**src/rtl/mem_access_pkg.sv**
```systemverilog
// Shared definitions for the memory-access pipeline stage: bus widths, ALU op codes,
// write-back constants, FSM states and the load/store op decoder.
package mem_access_pkg;

    localparam int REG_W      = 32;
    localparam int REG_ADDR_W = 5;
    localparam int ALU_OP_W   = 8;

    localparam logic                  RST_ENABLE    = 1'b1;
    localparam logic                  WRITE_DISABLE = 1'b0;
    localparam logic [REG_ADDR_W-1:0] NOP_REG_ADDR  = '0;
    localparam logic [REG_W-1:0]      ZERO_DWORD    = '0;

    localparam logic [ALU_OP_W-1:0] EXE_NOP_OP = 8'b0000_0000;
    localparam logic [ALU_OP_W-1:0] EXE_LB_OP  = 8'b1110_0000;
    localparam logic [ALU_OP_W-1:0] EXE_LBU_OP = 8'b1110_0100;
    localparam logic [ALU_OP_W-1:0] EXE_LH_OP  = 8'b1110_0001;
    localparam logic [ALU_OP_W-1:0] EXE_LHU_OP = 8'b1110_0101;
    localparam logic [ALU_OP_W-1:0] EXE_LW_OP  = 8'b1110_0011;
    localparam logic [ALU_OP_W-1:0] EXE_SB_OP  = 8'b1110_1000;
    localparam logic [ALU_OP_W-1:0] EXE_SH_OP  = 8'b1110_1001;
    localparam logic [ALU_OP_W-1:0] EXE_SW_OP  = 8'b1110_1011;

    typedef enum logic [1:0] {
        MEM_IDLE = 2'd0,
        MEM_BUSY = 2'd1,
        MEM_DONE = 2'd2
    } mem_state_t;

    typedef enum logic [1:0] {
        SZ_BYTE = 2'd0,
        SZ_HALF = 2'd1,
        SZ_WORD = 2'd2
    } acc_size_t;

    typedef struct packed {
        logic      is_mem;
        logic      is_load;
        logic      sign_ext;
        acc_size_t size;
    } acc_t;

    function automatic acc_t decode_op(input logic [ALU_OP_W-1:0] op);
        acc_t a;
        a = '{is_mem: 1'b1, is_load: 1'b1, sign_ext: 1'b0, size: SZ_WORD};
        case (op)
            EXE_LB_OP:  begin a.sign_ext = 1'b1; a.size = SZ_BYTE; end
            EXE_LBU_OP: a.size = SZ_BYTE;
            EXE_LH_OP:  begin a.sign_ext = 1'b1; a.size = SZ_HALF; end
            EXE_LHU_OP: a.size = SZ_HALF;
            EXE_LW_OP:  a.size = SZ_WORD;
            EXE_SB_OP:  begin a.is_load = 1'b0; a.size = SZ_BYTE; end
            EXE_SH_OP:  begin a.is_load = 1'b0; a.size = SZ_HALF; end
            EXE_SW_OP:  a.is_load = 1'b0;
            default:    begin a.is_mem = 1'b0; a.is_load = 1'b0; end
        endcase
        return a;
    endfunction

endpackage

```
**src/rtl/mem_align.sv**
```systemverilog
// Combinational big-endian lane logic: byte-select decode, store-lane replication,
// misalignment detection and load sign/zero extension.
module mem_align
    import mem_access_pkg::*;
(
    input  logic [ALU_OP_W-1:0] aluop,
    input  logic [1:0]          offset,
    input  logic [REG_W-1:0]    store_data,
    input  logic [REG_W-1:0]    load_word,
    output logic                is_mem,
    output logic                is_load,
    output logic                is_store,
    output logic                misaligned,
    output logic [3:0]          sel,
    output logic [REG_W-1:0]    lane_wdata,
    output logic [REG_W-1:0]    load_result
);

    acc_t       acc;
    logic [7:0] byte_lane;
    logic [15:0] half_lane;

    assign acc      = decode_op(aluop);
    assign is_mem   = acc.is_mem;
    assign is_load  = acc.is_mem & acc.is_load;
    assign is_store = acc.is_mem & ~acc.is_load;

    always_comb begin
        // NOTE: every output gets a default before the case so no path can infer a latch.
        sel         = 4'b0000;
        misaligned  = 1'b0;
        lane_wdata  = store_data;
        load_result = load_word;
        byte_lane   = 8'h00;
        half_lane   = 16'h0000;

        case (acc.size)
            SZ_BYTE: begin
                sel        = 4'b1000 >> offset;
                lane_wdata = {4{store_data[7:0]}};
                case (offset)
                    2'b00:   byte_lane = load_word[31:24];
                    2'b01:   byte_lane = load_word[23:16];
                    2'b10:   byte_lane = load_word[15:8];
                    default: byte_lane = load_word[7:0];
                endcase
                load_result = {{24{acc.sign_ext & byte_lane[7]}}, byte_lane};
            end
            SZ_HALF: begin
                misaligned  = offset[0];
                sel         = offset[1] ? 4'b0011 : 4'b1100;
                lane_wdata  = {2{store_data[15:0]}};
                half_lane   = offset[1] ? load_word[15:0] : load_word[31:16];
                load_result = {{16{acc.sign_ext & half_lane[15]}}, half_lane};
            end
            default: begin
                misaligned = |offset;
                sel        = 4'b1111;
            end
        endcase

        if (!acc.is_mem) begin
            sel        = 4'b0000;
            misaligned = 1'b0;
        end
    end

endmodule

```
**src/rtl/mem_access.sv**
```systemverilog
// Memory-access pipeline stage: ALU results pass through, loads/stores run a
// req/ack bus transaction with a timeout while stalling the pipeline.
module mem_access
    import mem_access_pkg::*;
#(
    parameter int TIMEOUT = 255
)
(
    input  logic                  clk,
    input  logic                  rst,
    input  logic [REG_ADDR_W-1:0] wd_i,
    input  logic                  wreg_i,
    input  logic [REG_W-1:0]      wdata_i,
    input  logic [ALU_OP_W-1:0]   aluop_i,
    input  logic [REG_W-1:0]      mem_addr_i,
    input  logic [REG_W-1:0]      reg2_i,
    output logic [REG_ADDR_W-1:0] wd_o,
    output logic                  wreg_o,
    output logic [REG_W-1:0]      wdata_o,
    output logic                  stallreq,
    output logic                  dbus_req,
    output logic                  dbus_we,
    output logic [REG_W-1:0]      dbus_addr,
    output logic [3:0]            dbus_sel,
    output logic [REG_W-1:0]      dbus_wdata,
    input  logic                  dbus_ack,
    input  logic [REG_W-1:0]      dbus_rdata,
    output logic                  excp_adel,
    output logic                  excp_ades,
    output logic                  excp_bus
);

    localparam logic [7:0] TMO_LAST = 8'(TIMEOUT - 1);

    mem_state_t       state;
    logic [7:0]       tmo_cnt;
    logic [REG_W-1:0] rdata_q;
    logic             err_q;

    logic             is_mem;
    logic             is_load;
    logic             is_store;
    logic             misaligned;
    logic [3:0]       sel;
    logic [REG_W-1:0] lane_wdata;
    logic [REG_W-1:0] load_result;

    mem_align u_align (
        .aluop       (aluop_i),
        .offset      (mem_addr_i[1:0]),
        .store_data  (reg2_i),
        .load_word   (rdata_q),
        .is_mem      (is_mem),
        .is_load     (is_load),
        .is_store    (is_store),
        .misaligned  (misaligned),
        .sel         (sel),
        .lane_wdata  (lane_wdata),
        .load_result (load_result)
    );

    // NOTE: all state and bus registers use non-blocking assignments so every flop
    // samples the pre-edge values regardless of statement order.
    always_ff @(posedge clk) begin
        if (rst == RST_ENABLE) begin
            state      <= MEM_IDLE;
            tmo_cnt    <= '0;
            rdata_q    <= '0;
            err_q      <= 1'b0;
            dbus_req   <= 1'b0;
            dbus_we    <= 1'b0;
            dbus_addr  <= '0;
            dbus_sel   <= '0;
            dbus_wdata <= '0;
        end else begin
            case (state)
                MEM_IDLE: begin
                    if (is_mem && !misaligned) begin
                        dbus_req   <= 1'b1;
                        dbus_we    <= is_store;
                        dbus_addr  <= {mem_addr_i[REG_W-1:2], 2'b00};
                        dbus_sel   <= sel;
                        dbus_wdata <= lane_wdata;
                        tmo_cnt    <= '0;
                        state      <= MEM_BUSY;
                    end
                end
                MEM_BUSY: begin
                    // Ack wins over timeout when both land in the last wait cycle.
                    if (dbus_ack) begin
                        rdata_q  <= dbus_rdata;
                        dbus_req <= 1'b0;
                        state    <= MEM_DONE;
                    end else if (tmo_cnt == TMO_LAST) begin
                        err_q    <= 1'b1;
                        dbus_req <= 1'b0;
                        state    <= MEM_DONE;
                    end else begin
                        tmo_cnt <= tmo_cnt + 8'd1;
                    end
                end
                default: begin
                    err_q <= 1'b0;
                    state <= MEM_IDLE;
                end
            endcase
        end
    end

    always_comb begin
        wd_o      = wd_i;
        wreg_o    = wreg_i;
        wdata_o   = wdata_i;
        stallreq  = 1'b0;
        excp_adel = 1'b0;
        excp_ades = 1'b0;
        excp_bus  = 1'b0;

        if (rst == RST_ENABLE) begin
            wd_o    = NOP_REG_ADDR;
            wreg_o  = WRITE_DISABLE;
            wdata_o = ZERO_DWORD;
        end else if (state == MEM_BUSY) begin
            stallreq = 1'b1;
            wreg_o   = WRITE_DISABLE;
        end else if (state == MEM_DONE) begin
            if (err_q) begin
                excp_bus = 1'b1;
                wreg_o   = WRITE_DISABLE;
            end else if (is_load) begin
                wdata_o = load_result;
            end else if (is_store) begin
                wreg_o = WRITE_DISABLE;
            end
        end else if (is_mem) begin
            wreg_o = WRITE_DISABLE;
            if (misaligned) begin
                excp_adel = is_load;
                excp_ades = is_store;
            end else begin
                stallreq = 1'b1;
            end
        end
    end

endmodule

```
**config.mk**
```make
export PLATFORM = sky130hd
export DESIGN_NAME = mem_access
export DESIGN_NICKNAME = d
export VERILOG_FILES = /design/src/rtl/mem_access_pkg.sv /design/src/rtl/mem_align.sv /design/src/rtl/mem_access.sv
export SDC_FILE = /design/constraint.sdc
export NUM_CORES = 1
export LEC_CHECK = 0
export BUFFER_PORTS_ARGS = -buffer_cell sky130_fd_sc_hd__buf_2
export CORE_MARGIN = 5
export CORE_UTILIZATION = 35
export DETAILED_ROUTE_END_ITERATION = 10
export PLACE_DENSITY = 0.59
export RECOVER_POWER = 50
export SLEW_MARGIN = 20
export SYNTH_ARGS = -nofsm -noshare
export SYNTH_HDL_FRONTEND = slang
export SYNTH_HIERARCHICAL = 1
export SYNTH_SLANG_ARGS = --single-unit
```
**constraint.sdc**
```tcl
create_clock -name clk -period 7.8 [get_ports clk]
set_input_delay 1.56 -clock clk [delete_from_list [all_inputs] [get_ports clk]]
set_output_delay 1.56 -clock clk [all_outputs]
set_load 0.005 [all_outputs]
```
==> results.cfg, run 1 <==
[min_path]
hold_start = dbus_wdata[7]$_SDFFE_PP0P_
holdCritPathClass = register to register

[floorplanning]
die_area_um2 = 20000
die_w_um = 141
start_util_pct = 35.2
rows = 48
io_pins = 257
die_h_um = 141
core_area_um2 = 17100

[pwr]
vdd_drop_max_mv = 0.103
power.total_mw = 1.17
p_leak_nw = 2.96
power.density_nw_per_um2 = 157

[clock_tree]
cts_resized = 0
clk_latency_ns = 0.36
numCtsBuffers = 9
clockBufferDepth = 2
cts.sinks = 111
post-cts-setup-buffers = 0
clk_transition_reported_paths_ns = 0.08
ctsHoldBuffers = 0
ctsRootBufferMaster = clkbuf_16
htree_levels = 3
cts_tree = done

[grt]
grt_pass1_wl_mm = 31.3
grt_pass1_vias = 5716
antenna_found_initial = 2
track_usage_pct = 19.5
grt_max_degree = 100
grt_overflow = 0

[run]
maxCapViolCount = 2

[routing]
route.detailed.drc = 0
dr.pass1.iters = 5
final_antenna_net_count = 0
drtIter0Drc = 543
vias_per_cell = 4.99
drt_wl_total_mm = 20.3
drt-wirelength-per-cell_um = 15.9
via_count = 6380

[synth]
synth_common_cells = nand2_1 (310), a21oi_1 (142), dfxtp_1 (111)
synth.most_common_cell = nand2_1
ys_seq_elements = 111
synth_top_area_share_pct = 36.8
synth.avg_cell_area_um2 = 7.05
async_reset_ff_share_pct = 0
yosys_warnings = 6
synth-edff-count = 0
ys.flop_type = dfxtp_1
yosysSeqAreaShare_pct = 36.8
synth_cells = 856
synth_area_leader_cell = dfxtp_1
synth_area_leaders = dfxtp_1 (37%), nand2_1 (19%), a21oi_1 (12%)
ys_types = 52
synth_area_um2 = 6030

[layout]
area_growth_pct = 24.1
final_cell_count_no_fill = 1278
nets = 1194
stdcell_area_um2 = 7490
final_layout_size_suffix_gt1_share_pct = 22.0

[critical_path]
crit_start = aluop_i[2]
start_kind = input port
worstPathMaxFanout = 52
crit_type = input port to output port
cp.arrival_ns = 5.01
required_ns = 6.24
r2r-start = state[0]$_SDFFE_PP0P_
cp-end-kind = output port

[placement]
place_ws_ns = 1.81
dp_hpwl_mm = 14.6
gp_congestion = 0.850
place_area_um2 = 7260
portBuffers = 254
dp_cells = 1260

[run_status]
status = finished with violations
violations = max-capacitance violations, max-slew violations

[sta]
finalCritPeriodShare_pct = 84.2
tightestPinTransition_ns = 2.59
period_minus_slack_ns = 6.57
fin_tns_setup_ns = 0
max_slew_margin_pct = -72.4
rsz0062_at_grt = false
max_freq_ghz = 0.152
hold_viol = 0
skew_ns = 0.00598
setup_viol = 0
report.final.slew_viol_count = 109
setup_ws_ns = 1.23
## where the power goes
group | total (mW) | leakage [nW] | internal (mW) | switching (mW)
Sequential | 0.576 | 0.895 | 0.572 | 0.00414
Combinational | 0.129 | 1.93 | 0.0567 | 0.0723
Clock | 0.468 | 0.137 | 0.228 | 0.240
Total | 1.17 | 2.96 | 0.857 | 0.316
## state kept, by name, indices dropped and copies added, names as in the netlist
register	cells
dbus_wdata	32
rdata_q	32
dbus_addr	30
tmo_cnt	8
dbus_sel	4
state	2
dbus_req	1
dbus_we	1
err_q	1
## cells in the final DEF (no fill, tap or decap), types with 2 or more instances in the layout
cell	netlist	final
a211oi_1	7	7
a21oi_1	142	142
a221o_1	9	9
a311oi_1	4	4
a31oi_1	5	5
buf_2	21	189
buf_4	12	5
clkbuf_1	46	65
clkbuf_16	0	9
clkinvlp_4	0	3
conb_1	1	2
dfxtp_1	111	111
ha_1	2	2
inv_1	7	7
inv_8	0	3
mux2_1	9	9
mux2i_1	9	9
mux4_2	6	6
nand2_1	310	311
nand2b_1	10	10
nand3_1	15	15
nor2_1	25	25
nor2b_1	9	9
nor3_1	13	12
nor3_4	0	2
nor3b_1	3	3
o21a_1	17	17
o21ai_0	13	13
o21ai_1	10	10
o31ai_1	8	8
or2_2	2	2
or3_1	4	3
## metrics by stage
step           hold slack, ns  util [%]
2_1_floorplan           0.453         -
3_3_place_gp            0.439      42.4
5_1_grt                 0.473      43.7
3_5_place_dp            0.443      42.4
6_report                0.452      43.7
4_1_cts                 0.455      44.1
## layer usage
metal | global-route usage [%] | part of all wire, %
met1 | 27.5 | 44
met2 | 30.1 | 47
met4 | 4.03 | 1.1
met5 | 0 | 0.054
met3 | 4.89 | 7.6
## area by class of cell
class,instances,area (µm²)
Fill cell,1883,9630
Timing Repair Buffer,260,1240
Sequential cell,111,2220
Antenna cell,1,2.50
Clock buffer,9,225
Inverter,8,30.0
Multi-Input combinational cell,657,3410
Tap cell,225,282
Clock inverter,7,72.6
## worst max-delay path, stage by stage
cell,delay (ns)
buf_2,0.12
a21oi_1,0.64
nand2_1,1.21
a21oi_1,0.45
nor2_1,0.11
nand2b_1,0.24
maj3_1,0.41
nor2_1,0.10
buf_2,0.13
## cells by family (layout without fill, tap and decap cells)
logic type,count (synthesis),after routing,synth area share [%]
AND/OR/NAND/NOR,404,404,28.0
flip-flops,111,111,36.8
buffers and inverters,89,284,6.97
adder cells (fa/ha/maj),3,3,0.581
AO/OA/AOI/OAI,222,222,21.5
multiplexers,26,26,6.04
other,1,3,0.0622
## final timing paths
path / to / slack (ns) / cells after the start
setup reg to reg: rdata_q[17]$_SDFFE_PP0P_ / 5.35 / 4
hold / removal: dbus_wdata[7]$_SDFFE_PP0P_ / 0.45 / 2
setup / recovery: stallreq / 1.23 / 9
hold reg to reg: dbus_wdata[7]$_SDFFE_PP0P_ / 0.45 / 2
No activity file was read; power rests on OpenSTA's default activity.
==> run 2, diff against run 1 <==
--- a/config.mk
+++ b/config.mk
@@ -5,11 +5,12 @@
 export SDC_FILE = /design/constraint.sdc
 export NUM_CORES = 1
 export LEC_CHECK = 0
+export ABC_AREA = 1
 export BUFFER_PORTS_ARGS = -buffer_cell sky130_fd_sc_hd__buf_2
 export CORE_MARGIN = 5
 export CORE_UTILIZATION = 35
 export DETAILED_ROUTE_END_ITERATION = 10
-export PLACE_DENSITY = 0.59
+export PLACE_DENSITY = 0.61
 export RECOVER_POWER = 50
 export SLEW_MARGIN = 20
 export SYNTH_ARGS = -nofsm -noshare
==> constraint.sdc (replaced) <==
create_clock -name clk -period 5.7 [get_ports clk]
set_input_delay 1.14 -clock clk [delete_from_list [all_inputs] [get_ports clk]]
set_output_delay 1.14 -clock clk [all_outputs]
set_load 0.005 [all_outputs]
==> run 2 against run 1 <==
Effect of this change:
- the flow now finishes without violations
- worst hold slack better by 0.013 ns
- area after synthesis up 3.6%
- clock skew up 0.0048 ns
- critical endpoint is now excp_ades
==> results.cfg, run 2 <==
[run_status]
status = complete, no violations

[run]
maxCapViolCount = 0

[grt]
grt_pass1_wl_mm = 33.1
grt_overflow = 0
grt_pass1_vias = 6192
grt_max_degree = 72
antenna_found_initial = 4
track_usage_pct = 20.1

[clock_tree]
htree_levels = 3
post-cts-setup-buffers = 0
ctsHoldBuffers = 0
cts_resized = 0
clockBufferDepth = 2
cts_tree = done
clk_latency_ns = 0.36
cts.sinks = 111
clk_transition_reported_paths_ns = 0.07
ctsRootBufferMaster = clkbuf_16
numCtsBuffers = 9

[min_path]
holdCritPathClass = register to register
hold_depth = 2
hold_start = err_q$_SDFFE_PP0P_
hold_end = err_q$_SDFFE_PP0P_

[routing]
vias_per_cell = 4.92
drt-wirelength-per-cell_um = 15.3
dr.pass1.iters = 6
via_count = 6837
route.detailed.drc = 0
drt_wl_total_mm = 21.3
final_antenna_net_count = 0
drtIter0Drc = 520

[synth]
synth_top_family_by_area = simple AND/OR/NAND/NOR gates
synth_area_um2 = 6250
synthAdderAreaFrac_pct = 0.400
ys_types = 35
synth_common_cells = nor2_1 (239), nand2_1 (140), nand3_1 (127)
ys.flop_type = dfxtp_1
yosysSeqAreaShare_pct = 35.5
synth_top_area_share_pct = 35.5
synth.area.mux_share_pct = 0
synth_compound_area_share_pct = 14.5
synthSimpleGateAreaFrac_pct = 39.1
yosys_warnings = 6
ys_seq_elements = 111
synth.most_common_cell = nor2_1
synth-edff-count = 0
synth.avg_cell_area_um2 = 6.49
synth_xor_area_share_pct = 0
synth_area_leaders = dfxtp_1 (36%), nor2_1 (14%), nand3_1 (10%)
async_reset_ff_share_pct = 0
synth_cells = 963
synth_area_leader_cell = dfxtp_1

[placement]
place_ws_ns = 1.34
dp_hpwl_mm = 15.5
portBuffers = 254
gp_congestion = 0.861

[critical_path]
cp.arrival_ns = 3.21
worstPathMaxFanout = 43
r2r_end = err_q$_SDFFE_PP0P_
crit_buf_inv = 5
required_ns = 4.56
crit_type = input port to output port
r2r-start = state[1]$_SDFFE_PP0P_
reg2reg_slack_ns = 3.45
crit_family = simple AND/OR/NAND/NOR gates
worstPathCellList = buf_2 -> inv_2 -> nand2_2 -> nor2_4 -> nand2_2 -> nand3_2 -> inv_1 -> nor2_1 -> inv_1 -> nor4_1 -> buf_2
cp-end-kind = output port
start_kind = input port
crit_start = aluop_i[1]
slowest_stage = nand2_2
reg2reg_depth = 7
slowest_delay_ns = 0.52

[layout]
largestRegisters = dbus_wdata: 32 flops, rdata_q: 32 flops, dbus_addr: 30 flops
area_growth_pct = 21.6
final_common_cell = nor2_1
final_layout_size_suffix_gt1_share_pct = 22.0
nets = 1305
layout.cells.most_common_list = nor2_1 (239), buf_2 (185), nand2_1 (140)
utilization_pct = 43.6
nFillCells = 1932

[sta]
rsz0062_at_grt = false
hold_viol = 0
finalCritPeriodShare_pct = 76.3
fin_tns_setup_ns = 0
period_minus_slack_ns = 4.35
max_freq_ghz = 0.230
setup_viol = 0
report.final.slew_viol_count = 0
skew_ns = 0.0108
setup_ws_ns = 1.35
tightestPinTransition_ns = 1.48
max_slew_margin_pct = 1.63
timing.hold.ws_ns = 0.465

[pwr]
vdd_drop_max_mv = 0.128
power.density_nw_per_um2 = 212
p_leak_nw = 3.66

[floorplanning]
die_area_um2 = 20600
die_w_um = 144
die_h_um = 144
start_util_pct = 35.9
core_area_um2 = 17400
rows = 48
io_pins = 257
[run 2: tightest hold or removal path: stages (launching register included)]
cell     delay (ns)
dfxtp_1        0.31
nand2_1        0.06
a21oi_1        0.05
[run 2: area by class of cell]
| cell class | instances | area [µm²] | share of cell area [%] |
|---|---|---|---|
| Antenna cell | 3 | 7.51 | 0.0988 |
| Sequential cell | 111 | 2220 | 29.2 |
| Timing Repair Buffer | 259 | 1220 | 16.1 |
| Clock buffer | 10 | 229 | 3.01 |
| Inverter | 52 | 203 | 2.67 |
| Multi-Input combinational cell | 725 | 3380 | 44.5 |
| Tap cell | 225 | 282 | 3.70 |
| Clock inverter | 6 | 53.8 | 0.708 |
[run 2: per-layer routing]
metal / vias to the layer above / wire (µm) / global-route usage [%]
met2: 240 / 9840 / 31.7
met3: 35 / 1740 / 5.36
met5: - / 34 / 0
li1: 3514 / - / -
met4: 6 / 352 / 6.44
met1: 3042 / 9350 / 26.8
[run 2: cells by family (layout without fill, tap and decap cells)]
group                      count (synthesis)  after routing
and+or+nand+nor                          548            548
buffers and inverters                    128            327
adders and majority gates                  2              2
DFF                                      111            111
AOI/OAI and AO/OA                        173            173
other                                      1              5
[run 2: worst max-delay path by stage]
stage          slack, ns           to  depth (start not counted)
4_1_cts             1.33    excp_ades                         11
3_3_place_gp        1.35    excp_ades                         11
2_1_floorplan       2.17  wdata_o[10]                         10
3_5_place_dp        1.34    excp_ades                         11
5_1_grt             1.07     stallreq                         12
6_report            1.35    excp_ades                         11
[run 2: stage by stage]
| stage | instances | cell area, µm² | total power, mW |
|---|---|---|---|
| finish | 1391 | 7600 | 1.61 |
| global route | 1389 | 7590 | 1.69 |
| CTS | 1388 | 7680 | 1.64 |
| detailed placement | 1372 | 7400 | 1.02 |
| global placement | 1372 | 7400 | 1.01 |
| floorplan | 964 | 6250 | 0.920 |
[run 2: where the power goes]
part           switching (mW)  leakage [nW]  internal, mW
clock                   0.311         0.141         0.306
sequential            0.00890         0.897         0.790
combinational           0.112          2.62        0.0816
